<file path="config.mk">
export PLATFORM = sky130hd
export DESIGN_NAME = pipelined_control
export DESIGN_NICKNAME = d
export VERILOG_FILES = /design/src/rtl/ctrl_pkg.sv /design/src/rtl/ctrl_decode.sv /design/src/rtl/pipelined_control.sv
export SDC_FILE = /design/constraint.sdc
export NUM_CORES = 1
export LEC_CHECK = 0
export BUFFER_PORTS_ARGS = -buffer_cell sky130_fd_sc_hd__buf_2
export CAP_MARGIN = 20
export CORE_ASPECT_RATIO = 1.5
export CORE_MARGIN = 2
export CORE_UTILIZATION = 48
export CTS_BUF_LIST = sky130_fd_sc_hd__clkbuf_4
export CTS_CLUSTER_DIAMETER = 150
export CTS_CLUSTER_SIZE = 24
export DETAILED_ROUTE_END_ITERATION = 10
export MAX_ROUTING_LAYER = met4
export PLACE_DENSITY_LB_ADDON = 0.05
export SKIP_CTS_REPAIR_TIMING = 1
export SLEW_MARGIN = 20
export SYNTH_ARGS = -nofsm -noshare
export SYNTH_HDL_FRONTEND = slang
export SYNTH_HIERARCHICAL = 1
export SYNTH_SLANG_ARGS = --single-unit
export TNS_END_PERCENT = 10
</file>
<file path="constraint.sdc">
create_clock -name clk -period 3.15 [get_ports clk]
set_clock_uncertainty 0.05 [all_clocks]
set_input_delay 0.63 -clock clk [delete_from_list [all_inputs] [get_ports clk]]
set_output_delay 0.63 -clock clk [all_outputs]
set_load 0.05 [all_outputs]
</file>
<file path="src/rtl/ctrl_pkg.sv">
// ctrl_pkg: shared decode constants and control-word layout for pipelined_control.
// Control word (24 bits, MSB first):
//   {RW, Alu[1:0], Enable_Offset, Mux_Alu_In, Mux_Alu_Out, Mux_WB, WR, Hab_MUL, Rs[4:0], Rt[4:0], Rd[4:0]}
package ctrl_pkg;
    localparam int CTRL_W = 24;
    localparam logic [5:0] OP_R    = 6'd17;
    localparam logic [5:0] OP_LW   = 6'd18;
    localparam logic [5:0] OP_SW   = 6'd19;
    localparam logic [4:0] SHAMT_R = 5'd10;
    localparam logic [5:0] FN_ADD  = 6'd32;
    localparam logic [5:0] FN_SUB  = 6'd34;
    localparam logic [5:0] FN_AND  = 6'd36;
    localparam logic [5:0] FN_OR   = 6'd37;
    localparam logic [5:0] FN_MUL  = 6'd50;
    localparam logic [1:0] ALU_ADD = 2'd0;
    localparam logic [1:0] ALU_SUB = 2'd1;
    localparam logic [1:0] ALU_AND = 2'd2;
    localparam logic [1:0] ALU_OR  = 2'd3;
    localparam int B_RW  = 23;
    localparam int B_ALU = 21;
    localparam int B_EO  = 20;
    localparam int B_MAI = 19;
    localparam int B_MAO = 18;
    localparam int B_MWB = 17;
    localparam int B_WR  = 16;
    localparam int B_MUL = 15;
    localparam int B_RS  = 10;
    localparam int B_RT  = 5;
    localparam int B_RD  = 0;
endpackage

</file>
<file path="src/rtl/ctrl_decode.sv">
// ctrl_decode: combinational instruction decode into the 24-bit control word.
// Ports: instr_i (instruction), ctrl_o (control word), illegal_o (undecodable),
//        mul_o (legal MUL), src_a_o/src_b_o (source registers that can create
//        a dependency; 0 when the slot is unused).
module ctrl_decode
    import ctrl_pkg::*;
(
    input  logic [31:0]       instr_i,
    output logic [CTRL_W-1:0] ctrl_o,
    output logic              illegal_o,
    output logic              mul_o,
    output logic [4:0]        src_a_o,
    output logic [4:0]        src_b_o
);
    logic [5:0] op, fn;
    logic [4:0] rs, rt, rd;
    logic       r_ok, r_alu, r_legal, lw, sw, mem;
    logic [1:0] alu;

    assign op      = instr_i[31:26];
    assign rs      = instr_i[25:21];
    assign rt      = instr_i[20:16];
    assign rd      = instr_i[15:11];
    assign fn      = instr_i[5:0];
    assign r_ok    = (op == OP_R) && (instr_i[10:6] == SHAMT_R);
    assign r_alu   = r_ok && (fn inside {FN_ADD, FN_SUB, FN_AND, FN_OR});
    assign mul_o   = r_ok && (fn == FN_MUL);
    assign r_legal = r_alu || mul_o;
    assign lw      = (op == OP_LW);
    assign sw      = (op == OP_SW);
    assign mem     = lw || sw;
    assign alu     = (fn == FN_SUB) ? ALU_SUB : (fn == FN_AND) ? ALU_AND : (fn == FN_OR) ? ALU_OR : ALU_ADD;

    assign illegal_o = !(r_legal || mem);
    // Illegal instructions carry no dependency; Rt is only read by R-type and SW.
    assign src_a_o = illegal_o ? 5'd0 : rs;
    assign src_b_o = (r_legal || sw) ? rt : 5'd0;

    always_comb begin
        ctrl_o              = '0;
        ctrl_o[B_RW]        = lw || r_legal;
        ctrl_o[B_ALU +: 2]  = r_alu ? alu : ALU_ADD;
        ctrl_o[B_EO]        = mem;
        ctrl_o[B_MAI]       = mem;
        ctrl_o[B_MAO]       = !mul_o;
        ctrl_o[B_MWB]       = mem;
        ctrl_o[B_WR]        = sw;
        ctrl_o[B_MUL]       = mul_o;
        ctrl_o[B_RS +: 5]   = rs;
        ctrl_o[B_RT +: 5]   = rt;
        ctrl_o[B_RD +: 5]   = lw ? rt : r_legal ? rd : 5'd0;
    end
endmodule

</file>
<file path="src/rtl/pipelined_control.sv">
// pipelined_control: registered decode into the ID/EX boundary with load-use
// and MUL interlocks and a saturating bubble counter.
// Ports: clk/rst (sync active-high), instr/instr_valid/instr_ready (fetch side),
//        ex_stall (execute back-pressure), ctrl/ctrl_valid/illegal (issued word),
//        mul_busy (multiplier occupancy), bubble_count (hazard bubbles).
module pipelined_control
    import ctrl_pkg::*;
#(
    parameter int MUL_LAT   = 3,
    parameter bit EN_HAZARD = 1'b1,
    parameter int BCNT_W    = 16
) (
    input  logic              clk,
    input  logic              rst,
    input  logic [31:0]       instr,
    input  logic              instr_valid,
    output logic              instr_ready,
    input  logic              ex_stall,
    output logic [CTRL_W-1:0] ctrl,
    output logic              ctrl_valid,
    output logic              illegal,
    output logic              mul_busy,
    output logic [BCNT_W-1:0] bubble_count
);
    localparam int MW = $clog2(MUL_LAT + 1);

    logic [CTRL_W-1:0] dec_ctrl, ctrl_q, ctrl_d;
    logic              dec_illegal, dec_mul;
    logic [4:0]        src_a, src_b, lw_rd, mul_rd_q, mul_rd_d;
    logic              valid_q, valid_d, illegal_q, illegal_d;
    logic [MW-1:0]     mul_cnt_q, mul_cnt_d;
    logic [BCNT_W-1:0] bcnt_q, bcnt_d;
    logic              load_use, mul_hz, hazard, accept, mul_issue;

    ctrl_decode u_dec (
        .instr_i   (instr),
        .ctrl_o    (dec_ctrl),
        .illegal_o (dec_illegal),
        .mul_o     (dec_mul),
        .src_a_o   (src_a),
        .src_b_o   (src_b)
    );

    // The held word is an LW exactly when RW and Enable_Offset are both set.
    assign lw_rd     = ctrl_q[B_RD +: 5];
    assign load_use  = valid_q && ctrl_q[B_RW] && ctrl_q[B_EO] && (lw_rd != 5'd0) &&
                       ((src_a == lw_rd) || (src_b == lw_rd));
    assign mul_hz    = (mul_cnt_q != '0) &&
                       (dec_mul || ((mul_rd_q != 5'd0) && ((src_a == mul_rd_q) || (src_b == mul_rd_q))));
    assign hazard    = EN_HAZARD && instr_valid && (load_use || mul_hz);
    assign instr_ready = !ex_stall && !hazard;
    assign accept    = instr_valid && instr_ready;
    assign mul_issue = accept && dec_mul;

    assign ctrl_d    = ex_stall ? ctrl_q : accept ? dec_ctrl : '0;
    assign valid_d   = ex_stall ? valid_q : accept;
    assign illegal_d = ex_stall ? illegal_q : accept && dec_illegal;
    assign mul_cnt_d = mul_issue ? MW'(MUL_LAT - 1) :
                       (!ex_stall && (mul_cnt_q != '0)) ? mul_cnt_q - MW'(1) : mul_cnt_q;
    assign mul_rd_d  = mul_issue ? dec_ctrl[B_RD +: 5] : mul_rd_q;
    assign bcnt_d    = (hazard && !ex_stall && !(&bcnt_q)) ? bcnt_q + BCNT_W'(1) : bcnt_q;

    always_ff @(posedge clk) begin
        if (rst) begin
            ctrl_q    <= '0;
            valid_q   <= 1'b0;
            illegal_q <= 1'b0;
            mul_cnt_q <= '0;
            mul_rd_q  <= 5'd0;
            bcnt_q    <= '0;
        end else begin
            ctrl_q    <= ctrl_d;
            valid_q   <= valid_d;
            illegal_q <= illegal_d;
            mul_cnt_q <= mul_cnt_d;
            mul_rd_q  <= mul_rd_d;
            bcnt_q    <= bcnt_d;
        end
    end

    assign ctrl         = ctrl_q;
    assign ctrl_valid   = valid_q;
    assign illegal      = illegal_q;
    assign mul_busy     = (mul_cnt_q != '0);
    assign bubble_count = bcnt_q;
endmodule

</file>
# [Word level (Yosys, flattened, before mapping)]
# Index checks and enable logic that the tools add are counted.
# Widths: inputs -> output; s select.
[word_totals] register_bits=49 latchBits=0 mem_bits_rw=0 romBits=0 inputBits=36 out_inout_bits=44 memories=0
[op_classes] add_sub_neg=2 n_mul=0 n_div=0 n_lt_le_gt_ge=0 n_eq_ne=13 n_shift=0 mux=11 bitwise_logic=0 reduce_logical=38
[op_table] operator="$eq 6x6->1 const B" n=5
[op_table] operator="$mux 24" n=1
[op_table] operator="$eq 5x5->1" n=4
[op_table] operator="$mux 5" n=4
[op_table] operator="$eq 6x5->1 const B" n=3
[op_table] operator="$logic_and 1x1->1" n=17
[op_table] operator="$add 16x1->16 const B" n=1
[op_table] operator="$reduce_and 16->1" n=1
[op_table] operator="$mux 2" n=6
[op_table] operator="$reduce_bool 5->1" n=2
[op_table] operator="$logic_or 1x1->1" n=9
[op_table] operator="$eq 5x4->1 const B" n=1
[op_table] operator="$logic_not 1->1" n=5
[op_table] operator="$reduce_bool 2->1" n=2
[op_table] operator="$reduce_bool 4->1" n=1
[op_table] operator="$reduce_or 2->1" n=1
[op_table] operator="$sub 2x1->2 const B" n=1

# [Logic depth before layout (Yosys ltp)]
[logic_depth] word_depth=18 ltp_mapped=12 depth_no_buf=11

# [Cells and area by module]
# The synthesis kept the hierarchy.
[modules_own_cells] module="pipelined_control" instances=1 cells_each=227 area_per_inst_um2=2255.9
[modules_own_cells] module="ctrl_decode" instances=1 cells_each=67 area_per_inst_um2=429.2

# [Worst setup path after synthesis]
# No wires, ideal clock.
[synth_path] path_kind="in2out" from="input instr[31]" to="output instr_ready" arrival_ns=3.058 t_required_ns=2.470 slack_ns=-0.588 stages=9 path_buffers=1 path_cell_list="nor4b_4 > clkbuf_1 > nand2_1 > nor2_1 > xor2_1 > nor4_2 > o31ai_4 > nand2_1 > a21oi_1"
[synth_between] elab_chain_cells=15 elab_cells_between_ends=26
[synth_lines] element="from (decl)" line="pipelined_control.sv:15" source="input logic [31:0] instr,"
[synth_lines] element="$eq 6x5->1" line="ctrl_decode.sv:25" source="assign r_ok = (op == OP_R) && (instr_i[10:6] == SHAMT_R);"
[synth_lines] element="$logic_and 1x1->1" line="ctrl_decode.sv:25"
[synth_lines] element="$logic_and 1x1->1, on equally long branches" line="ctrl_decode.sv:26, ctrl_decode.sv:27"
[synth_lines] element="$logic_or 1x1->1" line="ctrl_decode.sv:28" source="assign r_legal = r_alu || mul_o;"
[synth_lines] element="$logic_or 1x1->1 *" line="ctrl_decode.sv:34" source="assign illegal_o = !(r_legal || mem);"
[synth_lines] element="$mux 5 *" line="ctrl_decode.sv:36" source="assign src_a_o = illegal_o ? 5'd0 : rs;"
[synth_lines] element="via src_a[3]" line="pipelined_control.sv:29" source="logic [4:0] src_a, src_b, lw_rd, mul_rd_q, mul_rd_d;"
[synth_lines] element="$eq 5x5->1" line="pipelined_control.sv:49" source="(dec_mul || ((mul_rd_q != 5'd0) && ((src_a == mul_rd_q) || (src_b == mul_rd_q))));"
[synth_lines] element="$logic_or 1x1->1" line="pipelined_control.sv:49"
[synth_lines] element="$logic_and 1x1->1" line="pipelined_control.sv:49"
[synth_lines] element="$logic_or 1x1->1" line="pipelined_control.sv:49"
[synth_lines] element="$logic_and 1x1->1" line="pipelined_control.sv:48" source="assign mul_hz = (mul_cnt_q != '0) &&"
[synth_lines] element="$logic_or 1x1->1 *" line="pipelined_control.sv:50" source="assign hazard = EN_HAZARD && instr_valid && (load_use || mul_hz);"
[synth_lines] element="$logic_and 1x1->1 *" line="pipelined_control.sv:50"
[synth_lines] element="$logic_not 1->1 *" line="pipelined_control.sv:51" source="assign instr_ready = !ex_stall && !hazard;"
[synth_lines] element="$logic_and 1x1->1 *" line="pipelined_control.sv:51"
[synth_lines] element="to (decl)" line="pipelined_control.sv:17" source="output logic instr_ready,"
# The timed path passes the listed nets; every way through them passes the cells marked *.

# [Worst setup path in the final report]
[layout_path] from="input instr[7]" to="output instr_ready"
[layout_between] elab_chain_cells=15 elab_cells_between_ends=23
[layout_lines] element="$eq 5x4->1 *" line="ctrl_decode.sv:25"
[layout_lines] element="$logic_and 1x1->1 *" line="ctrl_decode.sv:25"
[layout_lines] element="$logic_and 1x1->1, on equally long branches" line="ctrl_decode.sv:26, ctrl_decode.sv:27"
[layout_lines] element="$logic_or 1x1->1 *" line="ctrl_decode.sv:28"
[layout_lines] element="$logic_or 1x1->1 *" line="ctrl_decode.sv:37" source="assign src_b_o = (r_legal || sw) ? rt : 5'd0;"
[layout_lines] element="$mux 5 *" line="ctrl_decode.sv:37"
[layout_lines] element="via src_b[4]" line="pipelined_control.sv:29"
[layout_lines] element="$eq 5x5->1" line="pipelined_control.sv:49"
[layout_lines] element="$logic_or 1x1->1" line="pipelined_control.sv:49"
[layout_lines] element="$logic_and 1x1->1" line="pipelined_control.sv:49"
[layout_lines] element="$logic_or 1x1->1" line="pipelined_control.sv:49"
[layout_lines] element="$logic_and 1x1->1" line="pipelined_control.sv:48"
[layout_lines] element="$logic_or 1x1->1 *" line="pipelined_control.sv:50"
[layout_lines] element="$logic_and 1x1->1 *" line="pipelined_control.sv:50"
[layout_lines] element="$logic_not 1->1 *" line="pipelined_control.sv:51"
[layout_lines] element="$logic_and 1x1->1 *" line="pipelined_control.sv:51"
# Marks and branches as above.

==> impl_metrics.py <==
metrics = {
    "status": {
        "status": "finished, violations left",
        "violations": "setup timing",
    },
    "logic_synthesis": {
        "ys_warn_count": 6,
        "synth_enable_flop_cells": 0,
        "async_flop_share_pct": 0,
        "yosysUniqueCellTypes": 49,
        "synth_area_per_cell_um2": 9.13,
        "synth-main-ff-cell": "dfxtp_1",
        "ys_ff_latch": 49,
        "syn_inst": 294,
        "synth_fp_nets": 332,
        "ys_seq_area_share_pct": 36.5,
        "netlist_area_mm2": 0.00269,
    },
    "sta": {
        "period_needed_ns": 3.26,
        "hold_violations": 0,
        "setup_ws_ns": -0.111,
        "tightest_slew_ns": 0.581,
        "max_freq_ghz": 0.307,
        "setup_viol": 1,
        "rsz0062_at_grt": "yes",
        "post-route-period-util_pct": 104,
        "slew_headroom_pct": 60.9,
        "drv_slew": 0,
    },
    "floorplanning": {
        "die_w_um": 65.1,
        "die_area_mm2": 0.00622,
        "fp.dieH_um": 95.6,
        "core_area_mm2": 0.00545,
        "initial_core_util_pct": 49.3,
        "io_pins": 80,
        "rows": 33,
    },
    "finish": {
        "fin_util_pct": 62.4,
        "drive_gt1_share_pct": 40.5,
        "fin_area_mm2": 0.00340,
        "n_fill_cell": 529,
        "diodes": 0,
        "area_growth_pct": 26.7,
        "layout.nets": 417,
    },
    "critical_path": {
        "cp-start-kind": "primary input",
        "crit_path_max_fanout": 5,
        "setup.worst_path.end_class": "output port",
        "worst-setup-path-type": "primary input to output port",
        "worstPathRequired_ns": 2.47,
        "arrival_ns": 2.58,
    },
    "detailed_routing": {
        "avgRoutedWirePerCell_um": 14.2,
        "firstDrtPassIters": 4,
        "drc": 0,
        "vias": 2375,
        "initialDrtViolationCount": 61,
        "vias_per_cell": 5.28,
        "finalWirelength_mm": 6.39,
        "antenna_left": 0,
    },
    "clock_tree": {
        "clk_pin_slew_worst_paths_ns": 0.14,
        "clk_path_buf_depth": 2,
        "cts_buffers": 5,
        "cts_sinks": 49,
        "ctsHtreeMaxLevel": 2,
        "clk_latency_ns": 0.35,
        "clockRootBuffer": "clkbuf_4",
        "cts_tree": "done",
    },
    "flow_run": {
        "max-cap-violations": 0,
    },
    "placement": {
        "dpl-instance-area_mm2": 0.00326,
        "numPortBuffers": 79,
        "dp_hpwl_mm": 5.09,
        "place.gp.congestion": 0.826,
        "preCtsSetupSlack_ns": -0.270,
    },
    "min_path": {
        "min_path_type": "register to register",
    },
    "grt": {
        "grt_max_degree": 26,
        "antenna_found_initial": 0,
        "grt_pass1_wl_mm": 10.4,
        "grt_usage_pct": 22.0,
        "grt_pass1_vias": 2213,
        "grt-ovfl-total": 0,
    },
    "pwr": {
        "p_leak_uw": 0.00156,
        "vdd_ir_drop_max_mv": 0.246,
        "power.density_mw_per_mm2": 370,
    },
}
[metal layers]
metal  share of wire, %  routed length [um]  track usage [%]
met2                 53                3410             40.4
met4                1.6                 105             6.77
met1                 40                2560             24.7
met5                  0                   0                -
met3                5.0                 317             2.83
[path summary, 6_finish.rpt]
| path | start | to | slack (ns) | depth (start not counted) |
|---|---|---|---|---|
| min | ctrl[15] | ctrl[15] | 0.44 | 1 |
| max | instr[7] | instr_ready | -0.11 | 13 |
| min reg2reg | ctrl[15] | ctrl[15] | 0.44 | 1 |
| max reg2reg | mul_rd_q[0] | illegal | 0.62 | 8 |
[critical path: stages]
cell	delay, ns
buf_2	0.09
nor3b_1	0.13
and3b_2	0.25
a22oi_2	0.35
nor2_2	0.10
buf_4	0.15
xnor2_1	0.15
nand3_1	0.12
nor3_2	0.22
o21ai_2	0.10
nand2_2	0.09
a21oi_4	0.05
buf_6	0.15
[synth_stat cells, types with 2 or more instances]
cell type,number,share of area [%]
a211oi_1,3,0.84
a21oi_1,13,2.4
a22o_1,27,8.8
a22o_2,3,1.1
and2_1,2,0.47
and3_1,9,2.1
and4_1,3,0.98
buf_4,16,4.5
buf_6,3,1.3
clkbuf_1,5,0.70
dfxtp_1,49,37
dlygate4sd1_1,2,0.65
ha_1,2,0.93
inv_1,9,1.3
mux2_1,5,2.1
mux2_2,2,0.84
mux2i_1,5,1.9
nand2_1,16,2.2
nand2b_1,2,0.47
nand3_1,11,2.1
nand4_1,6,1.4
nor2_1,33,4.6
nor2_4,2,0.84
nor2b_1,9,2.1
nor3_1,5,0.93
nor4_2,2,0.93
o21ai_0,3,0.56
or4_4,2,0.84
xnor2_1,18,5.9
xor2_1,8,2.6
[layout make-up]
| class | instances | area (um2) | share of cell area (%) |
|---|---|---|---|
| multi-input cells | 208 | 1590 | 46.6 |
| clock buffers | 5 | 37.5 | 1.10 |
| clock inverters | 3 | 65.1 | 1.91 |
| repair buffers | 105 | 609 | 17.9 |
| well taps | 70 | 87.6 | 2.57 |
| inverters | 10 | 37.5 | 1.10 |
| flip-flops and latches | 49 | 981 | 28.8 |
[cells in the final DEF, fill, tap and decap left out, types with 9 or more instances in the layout]
cell and n:
nand3_1 11, xnor2_1 17, nand2_1 13, and3_1 9
buf_4 25, a21oi_1 10, inv_1 9, nor2b_1 9
a22o_1 27, dfxtp_1 49, nor2_1 23, buf_2 78
[power by group]
group          switching [uW]  internal (uW)  leakage, uW
Clock                     202            246    0.0000552
Sequential               6.45            631     0.000396
Combinational             111           63.2      0.00111
[metrics by stage]
step / hold slack, ns / instances / setup TNS (ns) / power (uW)
2_1_floorplan: 0.464 / 294 / -0.0843 / 771
3_3_place_gp: 0.403 / 442 / -1.95 / 822
3_5_place_dp: 0.404 / 442 / -5.38 / 824
4_1_cts: 0.442 / 450 / -0.255 / 1270
5_1_grt: 0.453 / 450 / -0.281 / 1310
6_report: 0.440 / 450 / -0.111 / 1260
[sequential cells by signal, summed over array words and instances, names as in the netlist]
name,cells
bubble_count,16
ctrl,24
ctrl_valid,1
illegal,1
mul_cnt_q,2
mul_rd_q,5
[logic make-up (layout without fill, tap and decap cells)]
logic type      after synthesis  in the layout  share of synthesized area, %
mux                          12             12                          4.80
buf+inv                      37            123                          8.67
simple gates                112            112                          24.2
xor+xnor                     26             26                          8.48
fa+ha+maj                     2              2                         0.932
compound gates               56             56                          16.4
flops                        49             49                          36.5
Note: power is estimated with default switching activity, not from simulation.
